**src/rtl/irq_gateway.sv**
```systemverilog
// Interrupt gateway: synchronises raw lines, applies edge/level trigger and enable
// masking, and tracks pending/in-service per source. Optional macro: IRQ_EDGE_CNT_EN.
module irq_gateway #(
    parameter int NUM_IRQ     = 8,
    parameter int SYNC_STAGES = 2,
    parameter int EDGE_CNT_W  = 2
) (
    input  logic               pclk,
    input  logic               preset_n,
    input  logic [NUM_IRQ-1:0] irq_src,
    input  logic [NUM_IRQ-1:0] trig_mode,
    input  logic [NUM_IRQ-1:0] irq_en,
    input  logic               claim_valid,
    input  logic [3:0]         claim_id,
    input  logic               complete_valid,
    input  logic [3:0]         complete_id,
    output logic [NUM_IRQ-1:0] irq_req,
    output logic [NUM_IRQ-1:0] pending,
    output logic [NUM_IRQ-1:0] in_service
);
    typedef enum logic [1:0] {ST_IDLE, ST_PEND, ST_SERV} state_t;

    logic [SYNC_STAGES-1:0][NUM_IRQ-1:0] r_sync;
    logic [NUM_IRQ-1:0]                  r_hist;
    logic [NUM_IRQ-1:0]                  r_rise;

    // The rise pulse is registered so edge and level sources share one decision point.
    always_ff @(posedge pclk or negedge preset_n) begin
        if (!preset_n) begin
            r_sync <= '0;
            r_hist <= '0;
            r_rise <= '0;
        end else begin
            r_sync <= {r_sync[SYNC_STAGES-2:0], irq_src};
            r_hist <= r_sync[SYNC_STAGES-1];
            r_rise <= r_sync[SYNC_STAGES-1] & ~r_hist;
        end
    end

    genvar gi;
    generate
        for (gi = 0; gi < NUM_IRQ; gi++) begin : g_src
            state_t r_state;
            state_t w_state_next;
            logic   r_mode;
            logic   r_req;
            logic   w_mode;
            logic   w_claim;
            logic   w_done;
            logic   w_erise;
            logic   w_cnt_avail;

            assign w_claim = claim_valid && (claim_id == 4'(gi + 1));
            assign w_done  = complete_valid && (complete_id == 4'(gi + 1));
            assign w_mode  = (r_state == ST_IDLE) ? trig_mode[gi] : r_mode;
            assign w_erise = w_mode && r_rise[gi] && irq_en[gi];

`ifdef IRQ_EDGE_CNT_EN
            localparam logic [EDGE_CNT_W-1:0] CNT_MAX = '1;
            logic [EDGE_CNT_W-1:0] r_cnt;
            logic [EDGE_CNT_W-1:0] w_cnt_next;

            assign w_cnt_avail = (r_cnt != '0);

            // An edge landing on the completing cycle replaces the decrement (net zero).
            always_comb begin
                w_cnt_next = r_cnt;
                if (r_state == ST_SERV && w_done) begin
                    if (!w_erise && w_cnt_avail)
                        w_cnt_next = r_cnt - EDGE_CNT_W'(1);
                end else if (r_state != ST_IDLE && w_erise && r_cnt != CNT_MAX) begin
                    w_cnt_next = r_cnt + EDGE_CNT_W'(1);
                end
            end

            always_ff @(posedge pclk or negedge preset_n) begin
                if (!preset_n)
                    r_cnt <= '0;
                else
                    r_cnt <= w_cnt_next;
            end
`else
            assign w_cnt_avail = 1'b0;
`endif

            always_comb begin
                w_state_next = r_state;
                case (r_state)
                    ST_IDLE: begin
                        if (irq_en[gi] && (trig_mode[gi] ? r_rise[gi] : r_hist[gi]))
                            w_state_next = ST_PEND;
                    end
                    ST_PEND: begin
                        if (w_claim)
                            w_state_next = ST_SERV;
                        else if (!w_mode && !r_hist[gi])
                            w_state_next = ST_IDLE;
                    end
                    ST_SERV: begin
                        if (w_done)
                            w_state_next = (w_erise || w_cnt_avail) ? ST_PEND : ST_IDLE;
                    end
                    default: w_state_next = ST_IDLE;
                endcase
            end

            always_ff @(posedge pclk or negedge preset_n) begin
                if (!preset_n) begin
                    r_state <= ST_IDLE;
                    r_mode  <= 1'b0;
                    r_req   <= 1'b0;
                end else begin
                    r_state <= w_state_next;
                    if (r_state == ST_IDLE)
                        r_mode <= trig_mode[gi];
                    r_req <= (w_state_next == ST_PEND) && irq_en[gi];
                end
            end

            assign irq_req[gi]    = r_req;
            assign pending[gi]    = (r_state == ST_PEND);
            assign in_service[gi] = (r_state == ST_SERV);
        end
    endgenerate
endmodule

```
**config.mk**
```make
export PLATFORM = sky130hd
export DESIGN_NAME = irq_gateway
export DESIGN_NICKNAME = d
export VERILOG_FILES = /design/src/rtl/irq_gateway.sv
export SDC_FILE = /design/constraint.sdc
export NUM_CORES = 1
export LEC_CHECK = 0
export BUFFER_PORTS_ARGS = -buffer_cell sky130_fd_sc_hd__buf_4
export CORE_UTILIZATION = 45
export CTS_CLUSTER_SIZE = 16
export DETAILED_ROUTE_END_ITERATION = 10
export HOLD_SLACK_MARGIN = 0.1
export PLACE_DENSITY = 0.73
export SLEW_MARGIN = 20
export SYNTH_ARGS = -nofsm -noshare
export SYNTH_HDL_FRONTEND = slang
export SYNTH_SLANG_ARGS = --single-unit
```
**constraint.sdc**
```tcl
create_clock -name pclk -period 1.6 [get_ports pclk]
set_input_delay 0.16 -clock pclk [delete_from_list [all_inputs] [get_ports pclk]]
set_output_delay 0.16 -clock pclk [all_outputs]
set_load 0.05 [all_outputs]
```
==> run summary <==
Worst Setup Path Type - flip-flop to flip-flop
Final instance area - 3660 um2
Largest net degree at the start of global routing - 31
RSZ-0062 raised after global routing - false
Pwr dens - 1400 nW/um2
Total GRT Usage - 19.5%
H-tree Lvls - 3
WP data arrival - 1.81 ns
Net switching power - 1.87 mW
DRT Pass-1 Iters - 5
Sequential Power Share - 42.2%
CTS root buf - clkbuf_8
Vias - 2,031
VDD IR max - 0.703 mV
CP Max Fanout - 7
Fin. Hold Viols - 0
Top_reg_cell synth - dfrtp_1
Register area share after synthesis - 58.9%
Status - complete, no violations
Clk sinks - 64
Internal Power - 3.26 mW
Final setup fails - 0
Fmax - 646 MHz
Unique masters post-synth - 40
Area grow syn2layout - 34.8%
Switching Fraction - 36.5%
Share of flip-flops with an asynchronous set or reset - 100%
Syn avg cell area - 11.9 um2
Startpoint types - flip-flop
CTS tree - built
Syn nets - 265
Worst slew pin tran - 0.401 ns
Die W - 79.7 um
Post-layout minimum cycle time - 1.55 ns
Synth area leader - dfrtp_1
Power Total - 5.13 mW
Reg area - 1600 um2
Final wirelength - 5.59 mm
Core Area - 5680 um2
Area occupied by multi-input gates - 1040 um2
Starting density of the core - 47.9%
Worst path required time - 1.87 ns
Max stage delay on crit path - 0.44 ns
Synth Instances - 229
Yosys warning count - 0
Total grt overflow - 0
Drt drc - 0
Number of enable flip-flop cells after synthesis - 0
ANT nets after route - 0
Global-route wire length before repair - 9.10 mm
Most instantiated cells after synthesis - 64 x dfrtp_1, 26 x nor2b_1, 17 x o21ai_0, 15 x nand2_1, 13 x inv_1
Yosys reg bits - 64
Gpl congestion - 0.800
Comb pwr share - 35.8%
Clock buffer depth - 2
Clock-pin slew on the worst setup and hold paths - 0.06 ns
I/O pin count - 60
Crit-path slowest cell - dfrtp_2
Number of global-route vias before repair - 1,959
Leakage - 1.74 nW
Synth top area share - 58.9%
Antenna Cells - 0
Slew HR - 73.3%
Worst path bufs/invs - 0
MaxCap Viol Count - 0
TritonCTS Buffers - 9
Vert. Die Dim - 79.7 um
Die area - 6350 um2
Syn Std Cell Area - 2720 um2
Fillers - 448
Worst-path cell chain - or3b_4 -> a2111oi_4 -> a32o_2 -> and2_1
Tightest Hold Check Type - input port to flip-flop
Top-count cell post-synth - dfrtp_1
Area contributors post-synth - dfrtp_1 59%, nor2b_1 6.0%, mux2_2 3.7%, o21ai_0 3.1%, buf_4 2.2%
Via density - 5.18
Family with the most delay on the worst path - simple AND/OR/NAND/NOR gates
DRT iter0 DRCs - 94
Fraction of layout cells with a size suffix above 1 - 36.9%
Fin nets - 353
Clk_lat worst skew - 0.33 ns
Max-slew violation count - 0
WL/cell - 14.3 um
Crit. End Element - flip-flop
Final period utilization - 96.7%
Core Rows - 27
Initial antenna violation count - 0
Fin Clk Skew - 0.00666 ns
Post-place instance area - 3260 um2
PortBufs - 59
Clk pwr share - 22.0%
Hpwl dp - 4.01 mm
## worst paths after layout
check / start / to / slack (ns) / cells past startpoint
min in group asynchronous: preset_n / g_src[6].r_state[0]$_DFF_PN0_ / 0.31 / 2
setup / recovery: g_src[7].r_state[1]$_DFF_PN0_ / g_src[7].r_req$_DFF_PN0_ / 0.05 / 4
setup reg to reg: g_src[7].r_state[1]$_DFF_PN0_ / g_src[7].r_req$_DFF_PN0_ / 0.05 / 4
hold reg to reg: r_sync[0]$_DFF_PN0_ / r_sync[8]$_DFF_PN0_ / 0.35 / 0
max in group asynchronous: preset_n / g_src[7].r_state[1]$_DFF_PN0_ / 0.77 / 3
hold / removal: irq_en[3] / g_src[3].r_req$_DFF_PN0_ / 0.11 / 2
## cells by family (layout without fill, tap and decap cells)
family                 Yosys count  after routing  synth area share, %
and+or+nand+nor                 86             86                 19.5
buffers and inverters           23            114                 4.37
AOI/OAI and AO/OA               46             46                 13.1
DFF                             64             64                 58.9
muxes                           10             10                 4.10
## repair_timing
item | 4_1_cts | 5_1_grt
endpoints found under the setup margin | 0 | 1
setup buffers | 0 | 1
resized for setup | 0 | 4
hold endpoints to repair | 73 | 0
hold buffers | 22 | 0
## cell usage in the layout, fill, tap and decap left out, types with 2 or more instances in the layout
master,synthesis,layout
dlygate4sd3_1,0,21
nor2_1,12,12
nor3b_2,3,3
nand2b_1,5,5
o21ai_0,17,17
nand3_1,7,7
or3b_2,3,3
o31ai_1,3,3
a22o_2,3,3
a211oi_2,2,2
a211oi_1,3,3
o31ai_2,2,2
inv_1,13,13
and4_1,2,2
buf_4,8,64
nor2b_1,26,13
nand4b_1,3,3
or3b_4,1,2
o2bb2ai_1,2,2
and2_1,2,2
o21a_1,4,4
clkbuf_8,0,10
nand2_1,15,15
clkbuf_1,0,3
dfrtp_1,64,63
mux2_2,9,9
o211ai_1,2,2
nor2b_2,0,13
## power groups by stage
stage	clock network (mW)	logic (mW)	registers, mW
after floorplan	0	1.36	2.12
after CTS	1.16	1.83	2.16
after global routing	1.23	1.95	2.21
final	1.13	1.84	2.16
after detailed placement	0	1.78	2.19
after global placement	0	1.76	2.17
## routing by layer
metal / up-vias / share of wire [%] / global-route usage (%)
li1: 969 / - / -
met4: 0 / 1.6 / 9.09
met5: - / 0 / 0
met2: 59 / 46 / 30.2
met3: 8 / 4.7 / 4.69
met1: 995 / 47 / 25.7
## flip-flops by register name, indices dropped and copies added (netlist names)
register,flops
r_sync,16
g_src.r_req,8
r_hist,8
g_src.r_mode,8
r_rise,8
g_src.r_state,16
## cell type report
class / instances / share of cell area (%)
Sequential cell: 64 / 43.8
Multi-Input combinational cell: 142 / 28.5
Timing Repair Buffer: 87 / 19.7
Clock buffer: 13 / 4.06
Tap cell: 72 / 2.46
Inverter: 13 / 1.33
Clock inverter: 1 / 0.137
## worst reg2reg max path, delay by kind of cell (launching register included)
family	cells	cell delay, ns
flops	1	0.44
compound gates	2	0.52
simple gates	2	0.53
## stage by stage
| step | cells | utilization [%] | hold WS, ns | setup slack, ns | TNS (ns) |
|---|---|---|---|---|---|
| floorplan | 229 | - | -0.136 | -0.0901 | -0.0901 |
| global placement | 355 | 57.5 | 0.115 | 0.153 | 0 |
| detailed placement | 355 | 57.5 | 0.114 | 0.0692 | 0 |
| CTS | 391 | 64.1 | 0.102 | 0.0379 | 0 |
| global route | 392 | 64.6 | 0.101 | 0.00179 | 0 |
| finish | 392 | 64.6 | 0.114 | 0.0524 | 0 |
(Power assumes the default switching activity.)
